<file path="src/rtl/crypto_pkg.sv">
// Shared byte types and defaults for the 8-bit cipher datapath stages.
package crypto_pkg;

    localparam int BYTE_W = 8;

    typedef logic [BYTE_W-1:0] byte_t;

    localparam byte_t KEY_RESET_DEFAULT = 8'h00;

    function automatic byte_t mix_byte(input byte_t dat, input byte_t key);
        return dat ^ key;
    endfunction

endpackage

</file>
<file path="src/rtl/key_xor_stage_if.sv">
// Byte stream with valid/ready handshake between cipher stages.
interface key_xor_stage_if;
    import crypto_pkg::*;

    byte_t data;
    logic  valid;
    logic  ready;

    modport master (output data, output valid, input ready);
    modport slave  (input data, input valid, output ready);

endinterface

</file>
<file path="src/rtl/key_xor_stage_skid_buffer.sv">
// Generic 2-entry valid/ready buffer: a main register drives the outputs, backed by one skid entry.
// Latency: 1 cycle when main is empty or draining; otherwise the byte waits in skid.
// Backpressure: in_rdy is registered and drops the cycle after skid fills.
module skid_buffer #(
    parameter int WIDTH = 8
) (
    input  logic             clk,
    input  logic             rst_n,
    input  logic             flush,
    input  logic [WIDTH-1:0] in_dat,
    input  logic             in_vld,
    output logic             in_rdy,
    output logic [WIDTH-1:0] out_dat,
    output logic             out_vld,
    input  logic             out_rdy
);

    logic [WIDTH-1:0] main_dat;
    logic [WIDTH-1:0] skid_dat;
    logic             main_vld;
    logic             skid_vld;
    logic             acc;
    logic             emit;

    assign in_rdy  = ~skid_vld;
    assign out_dat = main_dat;
    assign out_vld = main_vld;
    assign acc     = in_vld & ~skid_vld;
    assign emit    = main_vld & out_rdy;

    always_ff @(posedge clk or negedge rst_n) begin
        if (!rst_n) begin
            main_dat <= '0;
            skid_dat <= '0;
            main_vld <= 1'b0;
            skid_vld <= 1'b0;
        end else if (flush) begin
            main_vld <= 1'b0;
            skid_vld <= 1'b0;
        end else if (skid_vld) begin
            // in_rdy is low here, so only a drain of skid into main can happen
            if (emit) begin
                main_dat <= skid_dat;
                skid_vld <= 1'b0;
            end
        end else if (acc) begin
            if (!main_vld || emit) begin
                main_dat <= in_dat;
                main_vld <= 1'b1;
            end else begin
                skid_dat <= in_dat;
                skid_vld <= 1'b1;
            end
        end else if (emit) begin
            main_vld <= 1'b0;
        end
    end

endmodule

</file>
<file path="src/rtl/key_xor_stage.sv">
// Key-mixing stage: XORs each accepted byte with the current (optionally rolling) key.
// Latency: 1 cycle from accept to output when the main entry is free or draining.
// Backpressure: 2-entry skid buffer keeps one byte/clock; plain.ready drops the cycle after skid fills.
module key_xor_stage
    import crypto_pkg::*;
#(
    parameter byte_t KEY_RESET = KEY_RESET_DEFAULT,
    parameter bit    KEY_ROLL  = 1'b1,
    parameter byte_t KEY_STEP  = 8'h01,
    parameter int    COUNT_W   = 8
) (
    input  logic                clk,
    input  logic                rst_n,
    input  logic                flush,
    input  byte_t               key_in,
    input  logic                key_load,
    key_xor_stage_if.slave      plain,
    key_xor_stage_if.master     mixed,
    output logic [COUNT_W-1:0]  byte_count
);

    byte_t key;
    byte_t mix_dat;
    byte_t buf_dat;
    logic  buf_in_vld;
    logic  buf_in_rdy;
    logic  buf_out_vld;
    logic  accept;

    // A byte offered during flush is dropped: it neither enters the buffer nor counts.
    assign buf_in_vld = plain.valid & ~flush;
    assign accept     = buf_in_vld & buf_in_rdy;
    assign mix_dat    = mix_byte(plain.data, key);

    assign plain.ready = buf_in_rdy;
    assign mixed.data  = buf_dat;
    assign mixed.valid = buf_out_vld;

    skid_buffer #(
        .WIDTH (BYTE_W)
    ) u_skid (
        .clk     (clk),
        .rst_n   (rst_n),
        .flush   (flush),
        .in_dat  (mix_dat),
        .in_vld  (buf_in_vld),
        .in_rdy  (buf_in_rdy),
        .out_dat (buf_dat),
        .out_vld (buf_out_vld),
        .out_rdy (mixed.ready)
    );

    // key_load wins over roll, so a byte accepted alongside a load uses the old key and no roll follows.
    always_ff @(posedge clk or negedge rst_n) begin
        if (!rst_n) begin
            key <= KEY_RESET;
        end else if (key_load) begin
            key <= key_in;
        end else if (KEY_ROLL && accept) begin
            key <= key + KEY_STEP;
        end
    end

    always_ff @(posedge clk or negedge rst_n) begin
        if (!rst_n) begin
            byte_count <= '0;
        end else if (flush) begin
            byte_count <= '0;
        end else if (accept) begin
            byte_count <= byte_count + COUNT_W'(1);
        end
    end

endmodule

</file>
<file path="src/flat_wrapper.sv">
// flat-port wrapper written by rule: the top's interface ports become plain ports
module key_xor_stage_flat import crypto_pkg::*;
#(
    parameter byte_t KEY_RESET = KEY_RESET_DEFAULT,
    parameter bit    KEY_ROLL  = 1'b1,
    parameter byte_t KEY_STEP  = 8'h01,
    parameter int    COUNT_W   = 8
)
  (clk, rst_n, flush, key_in, key_load, byte_count, plain_data, plain_valid, plain_ready, mixed_data, mixed_valid, mixed_ready);
  key_xor_stage_if plain_i ();
  key_xor_stage_if mixed_i ();
  input  logic clk;
  input  logic rst_n;
  input  logic flush;
  input  byte_t key_in;
  input  logic key_load;
  output logic [COUNT_W-1:0] byte_count;
  input wire logic [$bits(plain_i.data)-1:0] plain_data;
  input wire logic [$bits(plain_i.valid)-1:0] plain_valid;
  output wire logic [$bits(plain_i.ready)-1:0] plain_ready;
  output wire logic [$bits(mixed_i.data)-1:0] mixed_data;
  output wire logic [$bits(mixed_i.valid)-1:0] mixed_valid;
  input wire logic [$bits(mixed_i.ready)-1:0] mixed_ready;
  assign plain_i.data = plain_data;
  assign plain_i.valid = plain_valid;
  assign plain_ready = plain_i.ready;
  assign mixed_data = mixed_i.data;
  assign mixed_valid = mixed_i.valid;
  assign mixed_i.ready = mixed_ready;
  key_xor_stage #(.KEY_RESET(KEY_RESET), .KEY_ROLL(KEY_ROLL), .KEY_STEP(KEY_STEP), .COUNT_W(COUNT_W)) u_core (.clk(clk), .rst_n(rst_n), .flush(flush), .key_in(key_in), .key_load(key_load), .plain(plain_i), .mixed(mixed_i), .byte_count(byte_count));
endmodule
</file>
<file path="config.mk">
export PLATFORM = sky130hd
export DESIGN_NAME = key_xor_stage_flat
export DESIGN_NICKNAME = d
export VERILOG_FILES = /design/src/rtl/crypto_pkg.sv /design/src/rtl/key_xor_stage_if.sv /design/src/rtl/key_xor_stage_skid_buffer.sv /design/src/rtl/key_xor_stage.sv /design/src/flat_wrapper.sv
export SDC_FILE = /design/constraint.sdc
export NUM_CORES = 1
export LEC_CHECK = 0
export ABC_AREA = 1
export CORE_ASPECT_RATIO = 1.4
export CORE_MARGIN = 2
export CORE_UTILIZATION = 36
export CTS_CLUSTER_DIAMETER = 100
export DETAILED_ROUTE_END_ITERATION = 8
export PLACE_DENSITY = 0.7
export RECOVER_POWER = 100
export SYNTH_ARGS = -nofsm -noshare
export SYNTH_HDL_FRONTEND = slang
export SYNTH_HIERARCHICAL = 1
export SYNTH_SLANG_ARGS = --single-unit
</file>
<file path="constraint.sdc">
create_clock -name clk -period 1.59 [get_ports clk]
set_input_delay 0.318 -clock clk [delete_from_list [all_inputs] [get_ports clk]]
set_output_delay 0.318 -clock clk [all_outputs]
set_load 0.01 [all_outputs]
</file>
==> flow_summary.json, run 1 <==
{
  "final_util_pct": 49.6,
  "cp_max_fo": 4,
  "routabilityCongestion": 0.838,
  "synth_seq_area_share_pct": 44.6,
  "instances_no_fill": 362,
  "synth_nets": 265,
  "finalHoldViolations": 0,
  "max-slew-margin-rel_pct": 45.4,
  "switching_share_pct": 25.6,
  "ioPinCount": 40,
  "min_period_ns": 1.55,
  "drv_cap": 0,
  "outcome": "completed",
  "power_frac_seq_pct": 42.3,
  "initial_core_util_pct": 37.0,
  "overflow": 0,
  "syn-instance-count": 241,
  "clock_latency_ns": 0.29,
  "critPathBufInv": 1,
  "die-width_um": 65.5,
  "grt_util_all_layers_pct": 14.0,
  "port_buffers": 39,
  "post-place-cells": 350,
  "critPathCaptureType": "primary output",
  "p_int_w": 0.00188,
  "core_sq_mm": 0.00516,
  "holdBufCountCts": 0,
  "avgSynthCellArea_sq_um": 7.92,
  "drtAntennaViolNets": 0,
  "clkTransAtPathRegs_ns": 0.07,
  "yosys_warnings": 6,
  "num-nets-final": 319,
  "p_per_area_mw_per_mm2": 989,
  "hp-class": "reg2reg",
  "final_max_slew_viol_count": 0,
  "crit_path_top_delay_cell": "clkdlybuf4s50_1",
  "drtIter0Drc": 30,
  "crit_type": "reg2out",
  "drcViolationCount": 0,
  "syn_area_sq_mm": 0.00191,
  "dieArea_sq_mm": 0.00591,
  "fmax_mhz": 644,
  "cts_tree": "yes",
  "firstDrtPassIters": 4,
  "setup_viol": 0,
  "avgViaCountPerCell": 4.62,
  "cp_cell_sequence": "clkdlybuf4s50_1",
  "cts-root-buf": "clkbuf_8",
  "worst_pin_slew_ns": 0.820,
  "irDropWorstVdd_mv": 0.607,
  "cp.required_ns": 1.27,
  "cts_buffer_depth": 2,
  "yosys_register_bits": 34,
  "post-route-period-util_pct": 97.6,
  "cp_data_arrival_time_ns": 1.23,
  "rows": 31,
  "drive_above_1_share_pct": 11.8,
  "routed_wl_um": 3860,
  "vias": 1674,
  "cts.sinks": 34,
  "grt_pass1_vias": 1541,
  "post-dp-hpwl_um": 2990,
  "diodes": 0,
  "p_clk_share_pct": 37.5,
  "synth_cell_types": 28,
  "die_h_um": 90.1,
  "p_comb_share_pct": 20.2,
  "wl_per_cell_um": 10.6,
  "antenna_found_initial": 0,
  "slowest_delay_ns": 0.56,
  "grt_max_degree": 35,
  "area_growth_pct": 34.0,
  "skew_ns": 0.00695,
  "crit_path_start_kind": "flip-flop",
  "fill_cells": 510,
  "grt_pass1_wl_um": 6500,
  "rsz0062_at_grt": "false",
  "htree_levels": 2,
  "p_leak_nw": 1.26,
  "cts_made_buffers": 5,
  "switchingPower_w": 0.000646,
  "critPathTopFamily": "buffers and inverters"
}
## sequential cells by signal (all words and copies together), names as in the netlist
register / count
u_core/byte_count: 8
u_core/key: 8
u_core/u_skid/out_dat: 8
u_core/u_skid/skid_dat: 8
u_core/u_skid/out_vld: 1
u_core/u_skid/skid_vld: 1
## layout by cell type (no fill, tap or decap), types with 3 or more instances in the layout
cell type	synthesis	layout
nand3_1	21	21
xor2_1	8	8
clkdlybuf4s50_1	0	35
o21ai_0	16	22
dfrtp_1	34	34
nand2_1	81	81
nand2_2	3	4
o211ai_1	3	3
clkbuf_8	0	5
nor2_1	16	16
inv_1	25	27
buf_4	2	8
## logic make-up (layout without fill, tap and decap cells)
kind of cell	after synthesis	in the layout	share of synthesized area [%]
xor gates and xnor gates	10	10	4.59
buffers and inverters	34	89	8.33
DFF	34	34	44.6
adders and majority gates	2	2	1.31
AOI/OAI and AO/OA	33	33	11.8
and+or+nand+nor	128	128	29.4
## cell usage after synthesis, drive strengths merged
| master | instances | area share [%] |
|---|---|---|
| a21o | 1 | 0.46 |
| a21oi | 2 | 1.1 |
| a2bb2oi | 1 | 0.46 |
| buf | 5 | 2.6 |
| clkinv | 1 | 0.26 |
| dfrtp | 34 | 45 |
| ha | 2 | 1.3 |
| inv | 28 | 5.5 |
| nand2 | 86 | 18 |
| nand3 | 23 | 7.0 |
| nand4 | 1 | 0.33 |
| nor2 | 17 | 3.7 |
| nor3 | 1 | 0.26 |
| o211ai | 3 | 1.2 |
| o21ai | 24 | 7.9 |
| o21bai | 1 | 0.39 |
| o22ai | 1 | 0.33 |
| xnor2 | 2 | 0.92 |
| xor2 | 8 | 3.7 |
## final timing paths
check,startpoint,endpoint,slack [ns],depth (start not counted)
worst min register to register,u_core/u_skid/out_dat[4],u_core/u_skid/out_dat[4],0.47,2
max in group asynchronous,rst_n,u_core/u_skid/skid_dat[1],0.41,2
worst min-delay path,u_core/u_skid/out_dat[4],u_core/u_skid/out_dat[4],0.47,2
worst max register to register,u_core/u_skid/skid_vld,u_core/byte_count[2],0.28,6
worst max-delay path,u_core/u_skid/out_vld,mixed_valid,0.04,1
min in group asynchronous,rst_n,u_core/byte_count[2],0.66,2
## power by group through the flow
stage	Combinational, W	Sequential (W)	Clock [W]
6_report	0.000511	0.00107	0.000946
3_5_place_dp	0.000537	0.00109	0
2_1_floorplan	0.000261	0.00110	0
4_1_cts	0.000540	0.00107	0.000971
5_1_grt	0.000575	0.00108	0.00101
3_3_place_gp	0.000527	0.00108	0
## layer usage
metal | GRT usage [%] | wire length (um) | vias to the layer above
met1 | 15.8 | 1610 | 768
li1 | - | - | 872
met4 | 5.73 | 76 | 0
met2 | 24.9 | 2040 | 28
met3 | 3.13 | 127 | 6
met5 | 0 | 0 | -
## through the flow
stage | power, W | TNS [ns] | hold slack, ns | cell area (sq um) | worst slack (ns)
after floorplan | 0.00136 | 0 | 0.0224 | 1910 | 0.436
after global routing | 0.00267 | 0 | 0.489 | 2560 | 0.00360
after detailed placement | 0.00163 | -0.517 | 0.458 | 2440 | -0.0625
after global placement | 0.00161 | -0.0809 | 0.453 | 2440 | -0.0117
final | 0.00253 | 0 | 0.471 | 2560 | 0.0377
after CTS | 0.00258 | 0 | 0.401 | 2590 | 0.00173
## area by class of cell
class / count / area (sq um) / area share, %
timing repair buffer: 52 / 509 / 19.9
multi-input combinational: 173 / 866 / 33.9
inverter: 29 / 110 / 4.31
sequential: 34 / 851 / 33.3
clock inverter: 3 / 68.8 / 2.69
clock buffer: 5 / 68.8 / 2.69
tap: 66 / 82.6 / 3.23
## repair_timing
item / 4_1_cts / 5_1_grt
setup endpoints to repair: 3 / 3
resized for setup: 1 / 1
pin swaps: 0 / 0
buffers inserted: 2 / 2
Note: power is estimated with default switching activity, not from simulation.
==> run 2: changes to the inputs <==
--- a/config.mk
+++ b/config.mk
@@ -5,14 +5,14 @@
 export SDC_FILE = /design/constraint.sdc
 export NUM_CORES = 1
 export LEC_CHECK = 0
-export ABC_AREA = 1
 export CORE_ASPECT_RATIO = 1.4
 export CORE_MARGIN = 2
 export CORE_UTILIZATION = 36
 export CTS_CLUSTER_DIAMETER = 100
 export DETAILED_ROUTE_END_ITERATION = 8
-export PLACE_DENSITY = 0.7
+export PLACE_DENSITY = 0.73
 export RECOVER_POWER = 100
+export SETUP_SLACK_MARGIN = 0.05
 export SYNTH_ARGS = -nofsm -noshare
 export SYNTH_HDL_FRONTEND = slang
 export SYNTH_HIERARCHICAL = 1
==> constraint.sdc (replaced) <==
create_clock -name clk -period 1.3 [get_ports clk]
set_input_delay 0.26 -clock clk [delete_from_list [all_inputs] [get_ports clk]]
set_output_delay 0.26 -clock clk [all_outputs]
set_load 0.01 [all_outputs]
==> flow_summary.json, run 2 <==
{
  "cp_data_arrival_time_ns": 1.73,
  "clkTransAtPathRegs_ns": 0.07,
  "cp.required_ns": 1.47,
  "final_common_cell": "dfrtp_1",
  "p_leak_nw": 1.20,
  "grt_util_all_layers_pct": 16.9,
  "grt_pass1_vias": 1503,
  "cts_tree": "yes",
  "yosysTopAreaCell": "dfrtp_1",
  "min_period_ns": 1.56,
  "p_clk_share_pct": 31.9,
  "setup_viol": 30,
  "syn_area_sq_mm": 0.00175,
  "irDropWorstVdd_mv": 0.882,
  "initial_core_util_pct": 36.6,
  "grt_max_degree": 35,
  "synth_most_common_cell": "dfrtp_1",
  "async_flop_share_pct": 100,
  "finalHoldViolations": 0,
  "crit_type": "reg2reg",
  "final_util_pct": 56.6,
  "layout_setup_ws_ns": -0.261,
  "drive_above_1_share_pct": 36.7,
  "drtAntennaViolNets": 0,
  "dieArea_sq_mm": 0.00543,
  "drv_cap": 0,
  "avgViaCountPerCell": 5.01,
  "yosys_warnings": 6,
  "routed_wl_um": 4240,
  "ioPinCount": 40,
  "post-route-period-util_pct": 120,
  "antenna_found_initial": 0,
  "crit_path_start_kind": "flip-flop",
  "post-place-ws_ns": -0.722,
  "num-nets-final": 253,
  "holdBufCountCts": 0,
  "rsz0062_at_grt": "true",
  "htree_levels": 2,
  "critPathCaptureType": "flip-flop",
  "cts-root-buf": "clkbuf_8",
  "overflow": 0,
  "die-width_um": 62.9,
  "routabilityCongestion": 0.798,
  "area_growth_pct": 54.4,
  "synth_top_area_share_pct": 48.7,
  "fmax_mhz": 641,
  "synth_common_cells": "dfrtp_1, mux2_2, nand2_1, xor2_1",
  "fill_cells": 422,
  "cts_buffer_depth": 2,
  "synth-main-ff-cell": "dfrtp_1",
  "violations": "negative setup slack",
  "port_buffers": 39,
  "synth_area_leaders": "dfrtp_1, mux2_2, xor2_1",
  "clock_latency_ns": 0.28,
  "critPathBufInv": 2,
  "synth_edf_count": 0,
  "die_h_um": 86.4,
  "grt_pass1_wl_um": 7150,
  "layout_common_cells": "dfrtp_1, buf_4, clkdlybuf4s50_1",
  "drcViolationCount": 0,
  "diodes": 0,
  "rows": 30,
  "drtIter0Drc": 33,
  "p_per_area_mw_per_mm2": 1150,
  "critPathTopFamily": "buffers and inverters",
  "core_sq_mm": 0.00477,
  "p_int_w": 0.00231,
  "outcome": "finished, violations left",
  "cts_made_buffers": 5,
  "ff2ff_setup_slack_ns": -0.26,
  "post-dp-hpwl_um": 3010,
  "worst_pin_slew_ns": 0.862,
  "synth_seq_area_share_pct": 48.7,
  "hp-class": "reg2reg",
  "switching_share_pct": 25.4,
  "cp_max_fo": 8,
  "slowest_delay_ns": 0.36,
  "skew_ns": 0.0111,
  "p_comb_share_pct": 25.3,
  "power_frac_seq_pct": 42.8,
  "crit_path_top_delay_cell": "dfrtp_2",
  "max-slew-margin-rel_pct": 42.5,
  "cp_cell_sequence": "clkbuf_1 -> nand2_2 -> a221oi_4 -> buf_12 -> mux2_4",
  "wl_per_cell_um": 14.5,
  "synth_cell_types": 31,
  "final_max_slew_viol_count": 0,
  "syn-instance-count": 152,
  "synth_nets": 176,
  "firstDrtPassIters": 4,
  "yosys_register_bits": 34,
  "switchingPower_w": 0.000788,
  "vias": 1467,
  "cts.sinks": 34,
  "avgSynthCellArea_sq_um": 11.5
}
## run 2: cell count changes after synthesis, moves of 7 or more
cell,delta
o21ai_0,-8
nand3_1,-14
nor2_1,-10
mux2_2,+24
a21oi_1,+7
nand2_1,-71
inv_1,-20
o21ai_2,-8
## run 2: layer usage
| layer | GRT usage (%) | vias to the layer above | wire (um) |
|---|---|---|---|
| met5 | 0 | - | 0 |
| met4 | 6.06 | 0 | 93 |
| met3 | 3.25 | 10 | 140 |
| met2 | 30.3 | 38 | 2240 |
| met1 | 20.0 | 707 | 1770 |
| li1 | - | 712 | - |
## run 2: cell type report
type | count | area [sq um] | area share, %
clock buffers | 6 | 82.6 | 3.06
well taps | 64 | 80.1 | 2.97
repair buffers | 73 | 633 | 23.5
clock inverters | 1 | 30.0 | 1.11
flip-flops and latches | 34 | 852 | 31.6
multi-input cells | 109 | 990 | 36.7
inverters | 6 | 30.0 | 1.11
## run 2: what timing repair did
action | CTS | global route
buffers inserted | 6 | 0
pin swaps | 6 | 0
gates resized for setup | 41 | 14
setup endpoints to repair | 49 | 38
gates cloned | 0 | 0
## run 2: final timing paths
check	cells after the start	to	from
min in group asynchronous	2	u_core/key[2]	rst_n
max in group asynchronous	2	u_core/u_skid/out_vld	rst_n
worst min-delay path	1	u_core/u_skid/out_dat[7]	u_core/u_skid/out_dat[7]
worst max register to register	5	u_core/u_skid/out_dat[0]	u_core/u_skid/out_vld
worst min register to register	1	u_core/u_skid/out_dat[7]	u_core/u_skid/out_dat[7]
worst max-delay path	5	u_core/u_skid/out_dat[0]	u_core/u_skid/out_vld
## run 2: through the flow
| step | instances | setup TNS [ns] | total power (W) | hold slack, ns | cell area (sq um) |
|---|---|---|---|---|---|
| after CTS | 293 | -5.62 | 0.00313 | 0.351 | 2690 |
| after floorplan | 152 | -5.06 | 0.00173 | -0.0356 | 1840 |
| after detailed placement | 280 | -17.48 | 0.00215 | 0.492 | 2510 |
| after global placement | 280 | -16.05 | 0.00213 | 0.485 | 2510 |
| after global routing | 293 | -7.86 | 0.00326 | 0.525 | 2700 |
| final | 293 | -5.49 | 0.00310 | 0.511 | 2700 |
## run 2: power by group through the flow
stage / Sequential (W) / Combinational, W / Clock (W)
global placement: 0.00135 / 0.000786 / 0
global route: 0.00135 / 0.000851 / 0.00106
CTS: 0.00133 / 0.000791 / 0.00101
floorplan: 0.00138 / 0.000349 / 0
finish: 0.00133 / 0.000783 / 0.000989
detailed placement: 0.00135 / 0.000804 / 0
## run 2: logic make-up (layout without fill, tap and decap cells)
logic type               count (synthesis)  after routing  share of synthesized area, %
flip-flops                              34             34                          48.7
AO/OA/AOI/OAI                           27             27                          10.2
multiplexers                            25             25                          16.0
XOR/XNOR                                11             11                          5.52
buffers and inverters                    9             86                          1.93
AND/OR/NAND/NOR                         44             44                          16.1
adder cells (fa/ha/maj)                  2              2                          1.43
